$ cat src/rtl/mixed_reduce_pkg.sv
// Shared types and helpers for the mixed_reduce_pipe datapath.
// Optional statistics counter is enabled by defining MIXED_REDUCE_PIPE_STATS_EN.
package mixed_reduce_pkg;

  typedef enum logic [1:0] {
    IDLE   = 2'd0,
    PRIMED = 2'd1,
    RUN    = 2'd2
  } lane_state_e;

  localparam int STAT_W  = 16;
  localparam int MAX_NCH = 16;

  function automatic logic [STAT_W-1:0] popcount(input logic [MAX_NCH-1:0] v);
    logic [STAT_W-1:0] n;
    n = '0;
    for (int i = 0; i < MAX_NCH; i++) n = n + STAT_W'(v[i]);
    return n;
  endfunction

endpackage

$ cat src/rtl/mrp_lane.sv
// One channel of mixed_reduce_pipe: capture, sign gate, hold update FSM and NOR flag.
//   state  | meaning
//   IDLE   | no gated beat since reset/clear; next gated beat loads LOAD_VAL
//   PRIMED | LOAD_VAL loaded; next gated beat XNOR-mixes
//   RUN    | at least one mix applied; gated beats keep XNOR-mixing
module mrp_lane
  import mixed_reduce_pkg::*;
#(
  parameter int              DW       = 8,
  parameter logic [DW-1:0]   LOAD_VAL = 8'hB0
) (
  input  logic          clk,
  input  logic          rst_n,
  input  logic          i_accept,
  input  logic          i_adv,
  input  logic          i_upd,
  input  logic          i_clr,
  input  logic [DW-1:0] i_data,
  output logic          o_gate,
  output logic [DW-1:0] o_hold,
  output logic          o_flag
);

  logic [DW-1:0] r_s1;
  logic [DW-1:0] r_s2;
  logic          r_g;
  lane_state_e   r_state;
  lane_state_e   w_state_nxt;
  logic [DW-1:0] r_hold;
  logic [DW-1:0] w_hold_nxt;
  logic          r_flag;

  always_ff @(posedge clk or negedge rst_n) begin
    if (!rst_n) begin
      r_s1 <= '0;
      r_s2 <= '0;
      r_g  <= 1'b0;
    end else begin
      if (i_accept) r_s1 <= i_data;
      if (i_adv) begin
        r_s2 <= r_s1;
        r_g  <= ~r_s1[DW-1];
      end
    end
  end

  // Clear outranks any update landing in the same cycle.
  always_comb begin
    w_state_nxt = r_state;
    w_hold_nxt  = r_hold;
    if (i_clr) begin
      w_state_nxt = IDLE;
      w_hold_nxt  = '0;
    end else if (i_upd && r_g) begin
      case (r_state)
        IDLE: begin
          w_hold_nxt  = LOAD_VAL;
          w_state_nxt = PRIMED;
        end
        PRIMED: begin
          w_hold_nxt  = ~(r_s2 ^ r_hold);
          w_state_nxt = RUN;
        end
        RUN: begin
          w_hold_nxt  = ~(r_s2 ^ r_hold);
          w_state_nxt = RUN;
        end
        default: begin
          w_hold_nxt  = '0;
          w_state_nxt = IDLE;
        end
      endcase
    end
  end

  always_ff @(posedge clk or negedge rst_n) begin
    if (!rst_n) begin
      r_state <= IDLE;
      r_hold  <= '0;
      r_flag  <= 1'b1;
    end else begin
      r_state <= w_state_nxt;
      r_hold  <= w_hold_nxt;
      r_flag  <= ~|w_hold_nxt[DW-1:DW/2];
    end
  end

  assign o_gate = r_g;
  assign o_hold = r_hold;
  assign o_flag = r_flag;

endmodule

$ cat src/rtl/mixed_reduce_pipe.sv
// Multi-channel 3-stage sign-gate / XNOR-reduce pipeline behind valid/ready.
// Define MIXED_REDUCE_PIPE_STATS_EN to build the saturating gated-beat counter.
module mixed_reduce_pipe
  import mixed_reduce_pkg::*;
#(
  parameter int            DW       = 8,
  parameter int            NCH      = 4,
  parameter logic [DW-1:0] LOAD_VAL = 8'hB0
) (
  input  logic              clk,
  input  logic              rst_n,
  input  logic              clear,
  input  logic              in_valid,
  output logic              in_ready,
  input  logic [NCH*DW-1:0] in_data,
  output logic              out_valid,
  input  logic              out_ready,
  output logic [NCH*DW-1:0] out_y,
  output logic [NCH-1:0]    out_flag,
  output logic [STAT_W-1:0] stat_cnt
);

  logic           r_v1, r_v2, r_v3;
  logic           r_clear_pend;
  logic           w_adv;
  logic           w_accept;
  logic           w_upd;
  logic           w_clr_apply;
  logic [NCH-1:0] w_gate;

  assign w_adv       = ~r_v3 | out_ready;
  assign w_accept    = in_valid & w_adv;
  assign w_upd       = w_adv & r_v2;
  assign w_clr_apply = w_adv & (r_clear_pend | clear);
  assign in_ready    = w_adv;
  assign out_valid   = r_v3;

  always_ff @(posedge clk or negedge rst_n) begin
    if (!rst_n) begin
      r_v1 <= 1'b0;
      r_v2 <= 1'b0;
      r_v3 <= 1'b0;
    end else if (w_adv) begin
      r_v1 <= in_valid;
      r_v2 <= r_v1;
      r_v3 <= r_v2;
    end
  end

  // A clear seen during a stall waits here for the next advancing cycle.
  always_ff @(posedge clk or negedge rst_n) begin
    if (!rst_n)           r_clear_pend <= 1'b0;
    else if (w_clr_apply) r_clear_pend <= 1'b0;
    else if (clear)       r_clear_pend <= 1'b1;
  end

  for (genvar c = 0; c < NCH; c++) begin : g_lane
    mrp_lane #(
      .DW       (DW),
      .LOAD_VAL (LOAD_VAL)
    ) u_lane (
      .clk      (clk),
      .rst_n    (rst_n),
      .i_accept (w_accept),
      .i_adv    (w_adv),
      .i_upd    (w_upd),
      .i_clr    (w_clr_apply),
      .i_data   (in_data[c*DW +: DW]),
      .o_gate   (w_gate[c]),
      .o_hold   (out_y[c*DW +: DW]),
      .o_flag   (out_flag[c])
    );
  end

`ifdef MIXED_REDUCE_PIPE_STATS_EN
  logic [MAX_NCH-1:0] w_gate_ext;
  logic [STAT_W:0]    w_sum;
  logic [STAT_W-1:0]  r_stat;

  always_comb begin
    w_gate_ext             = '0;
    w_gate_ext[NCH-1:0]    = w_gate;
    w_sum                  = {1'b0, r_stat} + {1'b0, popcount(w_gate_ext)};
  end

  always_ff @(posedge clk or negedge rst_n) begin
    if (!rst_n)           r_stat <= '0;
    else if (w_clr_apply) r_stat <= '0;
    else if (w_upd)       r_stat <= w_sum[STAT_W] ? '1 : w_sum[STAT_W-1:0];
  end

  assign stat_cnt = r_stat;
`else
  logic w_unused_gate;
  assign w_unused_gate = ^w_gate;
  assign stat_cnt      = '0;
`endif

endmodule

$ cat config.mk
export PLATFORM = sky130hd
export DESIGN_NAME = mixed_reduce_pipe
export DESIGN_NICKNAME = d
export VERILOG_FILES = /design/src/rtl/mixed_reduce_pkg.sv /design/src/rtl/mrp_lane.sv /design/src/rtl/mixed_reduce_pipe.sv
export SDC_FILE = /design/constraint.sdc
export NUM_CORES = 1
export LEC_CHECK = 0
export CORE_ASPECT_RATIO = 0.9
export CORE_MARGIN = 10
export CORE_UTILIZATION = 30
export DETAILED_ROUTE_END_ITERATION = 6
export PLACE_DENSITY = 0.61
export RECOVER_POWER = 50
export SYNTH_ARGS = -nofsm -noshare
export SYNTH_HDL_FRONTEND = slang
export SYNTH_SLANG_ARGS = --single-unit
$ cat constraint.sdc
create_clock -name clk -period 2.1 [get_ports clk]
set_clock_uncertainty 0.1 [all_clocks]
set_input_delay 0.21 -clock clk [delete_from_list [all_inputs] [get_ports clk]]
set_output_delay 0.21 -clock clk [all_outputs]
set_load 0.005 [all_outputs]
Word level (Yosys, flattened, before mapping)
Cells that the tools add are included.

storage, ports and cells
  register bits after elaboration = 116
  bits of input ports = 37
  output and inout port bits = 54
  logic and storage cells = 109

operators by class
  equal/unequal tests = 8
  mux-type cells = 26
  bitwise operators = 18
  reduce and logical (&&, ||, !) cells = 25

operator list
  operator              number
  $mux W8               8
  $pmux W8 S2           4
  $not A8 Y8            4
  $xor A8 B8 Y8         4
  $mux W2               8
  $pmux W2 S2           4
  $reduce_or A4 Y1      4
  $reduce_bool A2 Y1    5
  $eq A2 B1 Y1 const B  4
  $eq A2 B2 Y1 const B  4
  $logic_not A2 Y1      4
  $reduce_or A2 Y1      4
  $not A1 Y1            5
  $logic_and A1 B1 Y1   4
  $logic_not A1 Y1      4
  $and A1 B1 Y1         3
  $mux W1               2
  $or A1 B1 Y1          2

Longest topological paths before layout
Gate-level depths: netlist (run 1).

  depth in word-level cells = 8
  depth in mapped cells = 7
  mapped depth without buffers = 6

Hierarchy
Synthesis (run 1) repeated with hierarchy kept, for this count alone.

unflattened totals
  cell total of the unflattened synthesis = 451
  area total of the unflattened synthesis = 5,250.0 sq um

by module, submodules not included
  module                           times used  cells each  area each (sq um)  seq. area each (sq um)
  mrp_lane (g_lane[0].u_lane ...)  3           104         1,231.2            701.9
  mrp_lane (g_lane[3].u_lane)      1           108         1,239.9            701.9
  mixed_reduce_pipe                1           31          316.6              100.1

Worst setup path before layout (run 1)
OpenSTA, ideal clock, no wires.

  kind = register to register
  from = register g_lane[3].u_lane.r_state[0]
  to = register g_lane[3].u_lane.r_flag
  setup time = 0.083 ns
  arrival = 1.546 ns
  data required time = 1.917 ns
  path slack = 0.370 ns
  cell stages (with the launch flop) = 7
  buffers on the path = 0
  clock period less this slack = 1.730 ns
  cells stage by stage = dfrtp_1 > inv_1 > ha_1 > nand2b_1 > or4b_1 > a21oi_1 > nor4_1

between the ends
  longest elaborated chain between the ends = 7
  elaborated cells on any way between the ends = 9
  those cells by class = eq/ne (2); mux (3); reduce/logical (4)

RTL lines
  item                                                 line            RTL
  start: declaration                                   mrp_lane.sv:27  lane_state_e r_state;
  start signal: assignment                             mrp_lane.sv:82  r_state <= w_state_nxt;
  $eq A2 B1 Y1 / $eq A2 B2 Y1 (equally long branches)  mrp_lane.sv:55  case (r_state)
  $reduce_or A2 Y1 (no line)                           --
  $pmux W8 S2 (*)                                      mrp_lane.sv:55
  $mux W8 (*)                                          mrp_lane.sv:54  end else if (i_upd && r_g) begin
  $mux W8 (*)                                          mrp_lane.sv:51  if (i_clr) begin
  named net g_lane[3].u_lane.w_hold_nxt[6]             mrp_lane.sv:30  logic [DW-1:0] w_hold_nxt;
  $reduce_or A4 Y1 (*)                                 mrp_lane.sv:84  r_flag <= ~|w_hold_nxt[DW-1:DW/2];
  $logic_not A1 Y1 (*)                                 mrp_lane.sv:84
  end signal: assignment                               mrp_lane.sv:84
  end: declaration                                     mrp_lane.sv:31  logic r_flag;

Mark *: on every way through the listed nets, which the timed path passes. The rest lies on a longest branch. The select of a mux whose other input is x is not followed.
A chain may end at the register's enable or synchronous reset.

Worst setup path after layout (run 1)
  from = register r_v3, in the netlist out_valid
  to = output in_ready

between the ends
  longest elaborated chain between the ends = 2

RTL lines
  item                      line                     RTL
  start: declaration        mixed_reduce_pipe.sv:23  logic r_v1, r_v2, r_v3;
  start signal: assignment  mixed_reduce_pipe.sv:46  r_v3 <= r_v2;
  $not A1 Y1                mixed_reduce_pipe.sv:31  assign w_adv = ~r_v3 | out_ready;
  $or A1 B1 Y1              mixed_reduce_pipe.sv:31
  end: declaration          mixed_reduce_pipe.sv:14  output logic in_ready,

Every way passes these cells.

==> results.sh, run 1 <==
export IMPL_status="complete, no violations"
export IMPL_setup_worst_path_start_class="flop"
export IMPL_r2r_slack_ps=180
export IMPL_ys_ff_latch=116
export IMPL_ir_drop_mv=0.659
export IMPL_fmax_mhz=520
export IMPL_totalWireLength_mm=12.7
export IMPL_grt_first_pass_wirelength_mm=21.2
export IMPL_cts_sinks=116
export IMPL_seqPwrFrac_pct=38.4
export IMPL_final_util_pct=40.5
export IMPL_die_x_um=159
export IMPL_arrival_ps=1610
export IMPL_fin_crit_sh_pct=91.6
export IMPL_die_height_um=145
export IMPL_clockPowerShare_pct=32.2
export IMPL_p_int_uw=6180
export IMPL_avgSynthCellArea_um2=10.6
export IMPL_cts_resized=0
export IMPL_reg2reg_from="g_lane[3].u_lane.r_state[0]"
export IMPL_p_sw_share_pct=31.3
export IMPL_diodes=0
export IMPL_layout_drive_gt1_share_pct=16.3
export IMPL_gp_congestion=0.788
export IMPL_whs_ps=302
export IMPL_synth_xor_area_share_pct=2.01
export IMPL_io_pins=91
export IMPL_hold_viol=0
export IMPL_final_common_cell="nand2_1"
export IMPL_cts_root_buf="clkbuf_16"
export IMPL_cts_buffers=17
export IMPL_syn_to_final_growth_pct=31.7
export IMPL_synth_fa_ha_area_share_pct=2.15
export IMPL_rsz0062_at_grt="no"
export IMPL_cp_data_required_time_ps=1790
export IMPL_path_max_fanout=6
export IMPL_synth_ff_type="dfrtp_1"
export IMPL_hold_path_class="input port to flop"
export IMPL_htree_levels=4
export IMPL_cp_end_kind="output port"
export IMPL_synth_simple_area_share_pct=17.1
export IMPL_switching_power_uw=2810
export IMPL_slew_headroom_pct=47.4
export IMPL_overflow=0
export IMPL_die_area_mm2=0.0231
export IMPL_fin_total_pwr_uw=8990
export IMPL_synthMuxAreaShare_pct=7.27
export IMPL_drtAntennaViolNets=0
export IMPL_async_flop_share_pct=100
export IMPL_synthDistinctLibCells=42
export IMPL_ys_seq_area_share_pct=55.6
export IMPL_final_instance_count_excl_fill=837
export IMPL_rr_endpoint="g_lane[3].u_lane.o_flag"
export IMPL_slew_violations=0
export IMPL_reg2regPathDepth=6
export IMPL_p_per_area_mw_per_mm2=1300
export IMPL_cts_buffer_depth=2
export IMPL_clkTransAtPathRegs_ps=50
export IMPL_antenna_found_initial=0
export IMPL_floorplan_initialDensity_pct=30.8
export IMPL_worstSetupPathType="flop to output port"
export IMPL_pwr_share_comb_pct=29.4
export IMPL_io_buffers=74
export IMPL_mostFrequentLayoutCells="nand2_1, dfrtp_1, clkdlybuf4s50_1"
export IMPL_cts_tree="done"
export IMPL_first_pass_iters=4
export IMPL_drt_iter0_drc=240
export IMPL_dp_hpwl_mm=9.59
export IMPL_post_route_drc_count=0
export IMPL_via_per_inst=4.52
export IMPL_track_usage_pct=11.3
export IMPL_route_vias_total=3781
export IMPL_critical_path_startpoint="out_valid"
export IMPL_grt_max_degree=37
export IMPL_p_leak_uw=0.00310
export IMPL_clk_insertion_delay_late_ps=410
export IMPL_synth_largest_area_cell="dfrtp_1"
export IMPL_core_area_mm2=0.0170
export IMPL_ys_top_cells_by_area="dfrtp_1, nand2_1, mux2_2"
export IMPL_syn_area_mm2=0.00523
export IMPL_synth_top_family_by_area="simple AND/OR/NAND/NOR gates"
export IMPL_rows=45
export IMPL_synth_compound_area_share_pct=10.2
export IMPL_grt_pass1_vias=4096
export IMPL_yosysWarnings=0
export IMPL_dp_cells=804
export IMPL_setup_viol=0
export IMPL_setup_tns_ps=0
export IMPL_synth_cells=492
export IMPL_maxCapViolCount=0
export IMPL_crit_end="in_ready"
export IMPL_fin_nets=635
export IMPL_synth_top_area_share_pct=53.6
export IMPL_synth_enable_flop_cells=0
export IMPL_worst_pin_slew_ps=789
export IMPL_fin_crit_ps=1920
export IMPL_avgRoutedWirePerCell_um=15.2
metal layers:
metal  global-route usage, %  vias to the layer above  part of all wire, %
met2                    18.6                       76                   49
met4                    3.70                        0                  1.0
met1                    13.2                     1872                   44
met3                    4.57                       11                  5.8
met5                       0                        -                    0
li1                        -                     1822                    -
final cells by class:
type	instances	area, µm²
fillers	1653	10100
well taps	235	294
clock buffers	22	464
multi-input cells	342	2090
clock inverters	10	130
inverters	9	33.8
flip-flops and latches	116	2910
repair buffers	103	973
critical path, cell delays in order (launching register included):
cell and delay (ps):
dfrtp_1 390, nor2b_4 150, inv_2 100, clkdlybuf4s50_1 570
power groups by stage:
stage          Combinational (µW)  Clock, µW  Sequential (µW)
3_3_place_gp                 2600          0             3480
6_report                     2640       2890             3450
5_1_grt                      2950       3080             3550
4_1_cts                      2710       2960             3470
2_1_floorplan                1740          0             3310
3_5_place_dp                 2700          0             3500
state kept, by name, summed over array words and instances (netlist names):
signal and flops:
g_lane.u_lane.o_flag 4, g_lane.u_lane.o_gate 4, g_lane.u_lane.o_hold 32, g_lane.u_lane.r_s1 32
g_lane.u_lane.r_s2 32, g_lane.u_lane.r_state 8, out_valid 1, r_clear_pend 1
r_v1 1, r_v2 1
logic make-up (layout without fill, tap and decap cells):
group                    count (synthesis)  in the layout
buffers and inverters                   49            144
flip-flops                             116            116
XOR/XNOR                                12             12
AND/OR/NAND/NOR                        196            196
AO/OA/AOI/OAI                           75             75
other                                    1             16
adder cells (fa/ha/maj)                  9              9
multiplexers                            34             34
through the flow:
step                cell area (µm²)  setup WS, ps
floorplan                      5290           370
finish                         6890           177
CTS                            6930           134
global route                   6890          54.2
detailed placement             6320          67.3
global placement               6320           124
synth_stat cells (all sizes together) (3+ instances only):
library cell	n
nand2	119
dfrtp	112
buf	34
mux2	32
nor2	28
a21oi	22
a21o	14
o21ai	14
nand3	13
and2	12
xnor2	12
a32o	9
ha	9
inv	9
nor4	8
a22o	6
clkbuf	6
dfstp	4
nor2b	4
nand4b	3
o21a	3
o2bb2ai	3
how the worst min path moves through the flow:
stage | from | endpoint | slack, ps | cells after the start
CTS | rst_n | g_lane[0].u_lane.r_s2[4] | 190 | 2
global placement | rst_n | g_lane[0].u_lane.r_s1[3] | 80 | 1
detailed placement | rst_n | g_lane[0].u_lane.r_s1[3] | 80 | 1
finish | in_data[11] | g_lane[1].u_lane.r_s1[3] | 300 | 2
global route | in_data[20] | g_lane[2].u_lane.r_s1[4] | 290 | 2
floorplan | rst_n | g_lane[0].u_lane.o_gate | -190 | 0
timing repair:
item / CTS / global route
buffers inserted: 0 / 0
hold buffers: 1 / 0
endpoints found under the hold margin: 28 / 0
(Power assumes the default switching activity.)
==> run 2: changes to the inputs <==
--- a/config.mk
+++ b/config.mk
@@ -7,9 +7,9 @@
 export LEC_CHECK = 0
 export CORE_ASPECT_RATIO = 0.9
 export CORE_MARGIN = 10
-export CORE_UTILIZATION = 30
+export CORE_UTILIZATION = 25
 export DETAILED_ROUTE_END_ITERATION = 6
-export PLACE_DENSITY = 0.61
+export PLACE_DENSITY = 0.55
 export RECOVER_POWER = 50
 export SYNTH_ARGS = -nofsm -noshare
 export SYNTH_HDL_FRONTEND = slang
==> run 2 against run 1 <==
Flip-flop and latch count unchanged. Final area up 1.2%. Non-clock buffer count up 1. Global-route usage down 0.94 points. Sequential share of layout area down 0.50 points. Count of clock-buffer cells in the layout up 1. Register-to-register slack about the same. Cell count up 6.2%. Fmax down 0.99%. Via count up 0.37%. Combinational power up 2%. Critical path type unchanged. Largest power group unchanged.
==> results.sh, run 2 (same netlist as run 1, synthesis figures left out) <==
export IMPL_rows=50
export IMPL_cts_root_buf="clkbuf_16"
export IMPL_fin_nets=636
export IMPL_io_buffers=74
export IMPL_mostFrequentLayoutCells="nand2_1, dfrtp_1, clkdlybuf4s50_1"
export IMPL_postLayoutCellArea_mm2=0.00697
export IMPL_ir_drop_mv=0.607
export IMPL_cp_data_required_time_ps=1790
export IMPL_final_common_cell="nand2_1"
export IMPL_drt_iter0_drc=170
export IMPL_slew_headroom_pct=43.3
export IMPL_route_vias_total=3795
export IMPL_gp_congestion=0.759
export IMPL_via_per_inst=4.27
export IMPL_die_area_mm2=0.0271
export IMPL_dp_cells=856
export IMPL_grt_pass1_vias=4154
export IMPL_cp_end_kind="output port"
export IMPL_setup_tns_ps=0
export IMPL_layout_drive_gt1_share_pct=16.3
export IMPL_setup_worst_path_start_class="flop"
export IMPL_die_x_um=173
export IMPL_fin_crit_ps=1940
export IMPL_cts_tree="done"
export IMPL_syn_to_final_growth_pct=33.2
export IMPL_first_pass_iters=4
export IMPL_maxCapViolCount=0
export IMPL_track_usage_pct=10.4
export IMPL_overflow=0
export IMPL_setup_viol=0
export IMPL_placed_area_mm2=0.00641
export IMPL_die_height_um=157
export IMPL_crit_family="buffers and inverters"
export IMPL_htree_levels=4
export IMPL_worst_pin_slew_ps=850
export IMPL_worstSetupPathType="flop to output port"
export IMPL_post_route_drc_count=0
export IMPL_crit_slowest_cell="clkdlybuf4s50_1"
export IMPL_hold_viol=0
export IMPL_fill_cells=2066
export IMPL_cts_buffers=17
export IMPL_io_pins=91
export IMPL_path_buf_inv=2
export IMPL_path_max_fanout=4
export IMPL_drtAntennaViolNets=0
export IMPL_clkTransAtPathRegs_ps=50
export IMPL_dp_hpwl_mm=10.1
export IMPL_diodes=0
export IMPL_cts_buffer_depth=2
export IMPL_antenna_found_initial=0
export IMPL_fmax_mhz=515
export IMPL_clk_insertion_delay_late_ps=410
export IMPL_slowest_delay_ps=580
export IMPL_totalWireLength_mm=13.7
export IMPL_arrival_ps=1630
export IMPL_floorplan_initialDensity_pct=25.3
export IMPL_worstPathCellList="nor2b_4 -> inv_1 -> clkdlybuf4s50_1"
export IMPL_core_area_mm2=0.0207
export IMPL_fin_crit_sh_pct=92.5
export IMPL_status="complete, no violations"
export IMPL_rsz0062_at_grt="no"
export IMPL_p_leak_uw=0.00310
export IMPL_hold_path_class="input port to flop"
export IMPL_avgRoutedWirePerCell_um=15.4
export IMPL_slew_violations=0
export IMPL_cts_sinks=116
export IMPL_grt_first_pass_wirelength_mm=22.4
export IMPL_p_per_area_mw_per_mm2=1300
export IMPL_grt_max_degree=45
export IMPL_final_instance_count_excl_fill=889
[run 2: repair_timing]
action	in CTS	in global routing
hold buffers	1	0
buffers inserted	0	0
endpoints found under the hold margin	32	0
gates resized for setup	0	0
[run 2: cell type report]
class                      count  area, µm²  area share, %
multi-input combinational    342       2090           30.0
inverter                       9       33.8          0.484
tap                          286        358           5.13
clock inverter                 9        130           1.87
clock buffer                  23        468           6.71
sequential                   116       2910           41.7
timing repair buffer         104        986           14.1
[run 2: metal layers]
layer | global-route usage [%] | share of wire (%) | vias to the layer above
met1 | 12.1 | 44 | 1868
li1 | - | - | 1831
met5 | 0 | 0 | -
met4 | 2.98 | 0.75 | 0
met3 | 3.86 | 5.9 | 12
met2 | 17.6 | 50 | 84
[run 2: power by group]
| group | total [µW] | internal [µW] | switching, µW |
|---|---|---|---|
| combinational | 2680 | 1350 | 1330 |
| sequential | 3430 | 2920 | 508 |
| clock | 2930 | 1920 | 1010 |
[run 2: worst paths after layout]
path,start,to,slack [ps],cells past startpoint
min,in_data[11],g_lane[1].u_lane.r_s1[3],300,2
max,out_valid,in_ready,160,3
max in group asynchronous,rst_n,g_lane[0].u_lane.r_s1[7],350,3
min in group asynchronous,rst_n,g_lane[3].u_lane.o_hold[2],340,2
min reg2reg,g_lane[3].u_lane.r_s1[7],g_lane[3].u_lane.o_gate,360,1
max reg2reg,g_lane[3].u_lane.r_state[0],g_lane[3].u_lane.o_flag,180,6
[run 2: per-stage QoR]
stage	hold WS, ps	worst slack (ps)	power (µW)	util, %
2_1_floorplan	-186	370	5050	-
3_3_place_gp	93.5	101	6110	30.9
3_5_place_dp	105	41.6	6230	30.9
4_1_cts	206	160	9210	33.9
5_1_grt	304	25.4	9650	33.7
6_report	300	158	9040	33.7
==> run 3: changes to the inputs <==
--- a/config.mk
+++ b/config.mk
@@ -5,8 +5,9 @@
 export SDC_FILE = /design/constraint.sdc
 export NUM_CORES = 1
 export LEC_CHECK = 0
+export ABC_AREA = 1
 export CORE_ASPECT_RATIO = 0.9
-export CORE_MARGIN = 10
+export CORE_MARGIN = 4
 export CORE_UTILIZATION = 25
 export DETAILED_ROUTE_END_ITERATION = 6
 export PLACE_DENSITY = 0.55
==> run 3 against run 2 <==
Non-clock buffer count decreased by 14. Flip-flop and latch count unchanged. Hold slack worse by 4.9 ps. Utilization fell by 0.36 points. Via count is 0.79% lower. Register-to-register slack gained 80 ps. Highest routed layer unchanged.
==> results.sh, run 3 <==
export IMPL_cts_resized=0
export IMPL_synth_ff_type="dfrtp_1"
export IMPL_synthDistinctLibCells=29
export IMPL_cts_buffer_depth=2
export IMPL_rsz0062_at_grt="no"
export IMPL_synth_top_area_share_pct=52.7
export IMPL_overflow=0
export IMPL_worst_pin_slew_ps=956
export IMPL_post_cts_setup_buffers=0
export IMPL_first_pass_iters=6
export IMPL_synth_common_cells="nand2_1, dfrtp_1, inv_1"
export IMPL_clkTransAtPathRegs_ps=60
export IMPL_r2r_slack_ps=260
export IMPL_post_route_drc_count=0
export IMPL_worstSetupPathType="flop to output port"
export IMPL_pre_cts_ws_ps=208
export IMPL_whs_endpoint="g_lane[0].u_lane.r_s1[4]"
export IMPL_clk_insertion_delay_late_ps=420
export IMPL_fmax_mhz=525
export IMPL_fin_ws_ps=196
export IMPL_via_per_inst=3.96
export IMPL_regArea_mm2=0.00291
export IMPL_yosysWarnings=0
export IMPL_floorplan_initialDensity_pct=25.5
export IMPL_antenna_found_initial=0
export IMPL_setup_worst_path_start_class="flop"
export IMPL_synth_simple_area_share_pct=19.3
export IMPL_io_buffers=74
export IMPL_gp_congestion=0.759
export IMPL_fin_crit_sh_pct=90.7
export IMPL_fin_nets=698
export IMPL_dp_hpwl_mm=8.74
export IMPL_ys_seq_area_share_pct=54.7
export IMPL_setup_tns_ps=0
export IMPL_synth_xor_area_share_pct=2.80
export IMPL_final_common_cell="nand2_1"
export IMPL_totalWireLength_mm=11.8
export IMPL_status="complete, no violations"
export IMPL_mostFrequentLayoutCells="nand2_1, dfrtp_1, clkdlybuf4s50_1"
export IMPL_synth_fa_ha_area_share_pct=2.12
export IMPL_slew_headroom_pct=36.3
export IMPL_io_pins=91
export IMPL_hold_viol=0
export IMPL_diodes=0
export IMPL_multi_input_area_mm2=0.00197
export IMPL_reg2reg_from="out_valid"
export IMPL_worstPathCellList="nand2_4 -> clkdlybuf4s50_1"
export IMPL_path_buf_inv=1
export IMPL_synth_enable_flop_cells=0
export IMPL_drt_iter0_drc=181
export IMPL_cts_root_buf="clkbuf_16"
export IMPL_fill_cells=2152
export IMPL_cp_end_kind="output port"
export IMPL_maxCapViolCount=0
export IMPL_hold_path_class="input port to flop"
export IMPL_rr_endpoint="g_lane[1].u_lane.r_s2[0]"
export IMPL_async_flop_share_pct=100
export IMPL_drtAntennaViolNets=0
export IMPL_arrival_ps=1590
export IMPL_whs_path_depth=2
export IMPL_cts_tree="done"
export IMPL_cts_buffers=17
export IMPL_core_area_mm2=0.0208
export IMPL_p_per_area_mw_per_mm2=1250
export IMPL_crit_slowest_cell="clkdlybuf4s50_1"
export IMPL_crit_family="buffers and inverters"
export IMPL_avgRoutedWirePerCell_um=12.4
export IMPL_cp_data_required_time_ps=1790
export IMPL_fin_crit_ps=1900
export IMPL_p_leak_uw=0.00335
export IMPL_slowest_delay_ps=580
export IMPL_die_height_um=146
export IMPL_postLayoutCellArea_mm2=0.00694
export IMPL_synthMuxAreaShare_pct=6.77
export IMPL_layout_drive_gt1_share_pct=13.8
export IMPL_synth_compound_area_share_pct=4.89
export IMPL_cts_sinks=116
export IMPL_rows=50
export IMPL_synth_cells=565
export IMPL_yosysMostFrequentCell="nand2_1"
export IMPL_route_vias_total=3765
export IMPL_ir_drop_mv=0.554
export IMPL_path_max_fanout=12
export IMPL_final_util_pct=33.3
export IMPL_track_usage_pct=10.6
export IMPL_whs_ps=295
export IMPL_avgSynthCellArea_um2=9.41
export IMPL_ys_top_cells_by_area="dfrtp_1, nand2_1, mux2_2"
export IMPL_hold_buffers=1
export IMPL_grt_max_degree=48
export IMPL_grt_pass1_vias=3631
export IMPL_synth_largest_area_cell="dfrtp_1"
export IMPL_syn_to_final_growth_pct=30.5
export IMPL_placed_area_mm2=0.00638
export IMPL_die_x_um=162
export IMPL_reg2regPathDepth=6
export IMPL_htree_levels=4
export IMPL_min_from="in_data[4]"
export IMPL_ys_ff_latch=116
export IMPL_syn_area_mm2=0.00532
export IMPL_grt_first_pass_wirelength_mm=19.5
export IMPL_slew_violations=0
export IMPL_synth_top_family_by_area="simple AND/OR/NAND/NOR gates"
export IMPL_setup_viol=0
export IMPL_die_area_mm2=0.0237
[run 3: changes by cell type after synthesis, moves of 6 or more]
cell / change
xor2_1: +16
o21ai_0: +25
a21o_1: -14
nor4_1: -7
a22o_1: -6
nand3_1: +22
inv_1: +58
xnor2_1: -11
and2_1: -12
a21oi_1: -20
nor2_1: -15
a32o_1: -9
nand2_1: +56
[run 3: per-stage QoR]
step | instances | total power (µW)
6_report | 951 | 8680
5_1_grt | 951 | 9380
4_1_cts | 951 | 8880
3_5_place_dp | 918 | 6030
3_3_place_gp | 918 | 6000
2_1_floorplan | 580 | 5010
[run 3: layout make-up]
type | count | share of cell area, %
multi-input combinational | 361 | 28.4
clock buffer | 19 | 6.38
timing repair buffer | 90 | 12.6
inverter | 66 | 3.57
sequential | 116 | 41.9
tap | 286 | 5.16
clock inverter | 13 | 1.95
[run 3: worst max path at each step]
stage / start / endpoint / slack (ps) / cells after the start
detailed placement: out_ready / g_lane[2].u_lane.o_flag / 210 / 12
global route: out_valid / g_lane[1].u_lane.r_s2[3] / 90 / 6
CTS: out_valid / in_ready / 140 / 2
finish: out_valid / in_ready / 200 / 2
floorplan: out_valid / g_lane[0].u_lane.r_s1[0] / 720 / 4
global placement: out_ready / g_lane[2].u_lane.o_flag / 230 / 12
[run 3: logic make-up (layout without fill, tap and decap cells)]
logic type | after synthesis | count (layout)
AND/OR/NAND/NOR | 238 | 238
flip-flops | 116 | 116
buffers and inverters | 103 | 188
AO/OA/AOI/OAI | 49 | 49
multiplexers | 32 | 32
XOR/XNOR | 17 | 17
adder cells (fa/ha/maj) | 9 | 9
other | 1 | 16
[run 3: power breakdown]
| part | internal (µW) | total, µW | leakage (µW) | switching (µW) |
|---|---|---|---|---|
| logic | 1180 | 2470 | 0.00164 | 1300 |
| registers | 2940 | 3430 | 0.00144 | 485 |
| clock network | 1770 | 2780 | 0.000271 | 1020 |
| total | 5880 | 8680 | 0.00335 | 2800 |
[run 3: per-layer routing]
metal	part of all wire (%)	track usage [%]	up-vias	wire length, µm
met2	44	15.3	81	5140
met1	49	14.4	1740	5830
met4	1.9	4.52	0	222
li1	-	-	1929	-
met3	5.1	3.61	15	604
met5	0	0	-	0
[run 3: worst reg2reg max path: cells and delay by family (launching register included)]
kind                   cells  cell delay, ps
buffers and inverters      3             900
DFF                        1             410
and+or+nand+nor            3             330
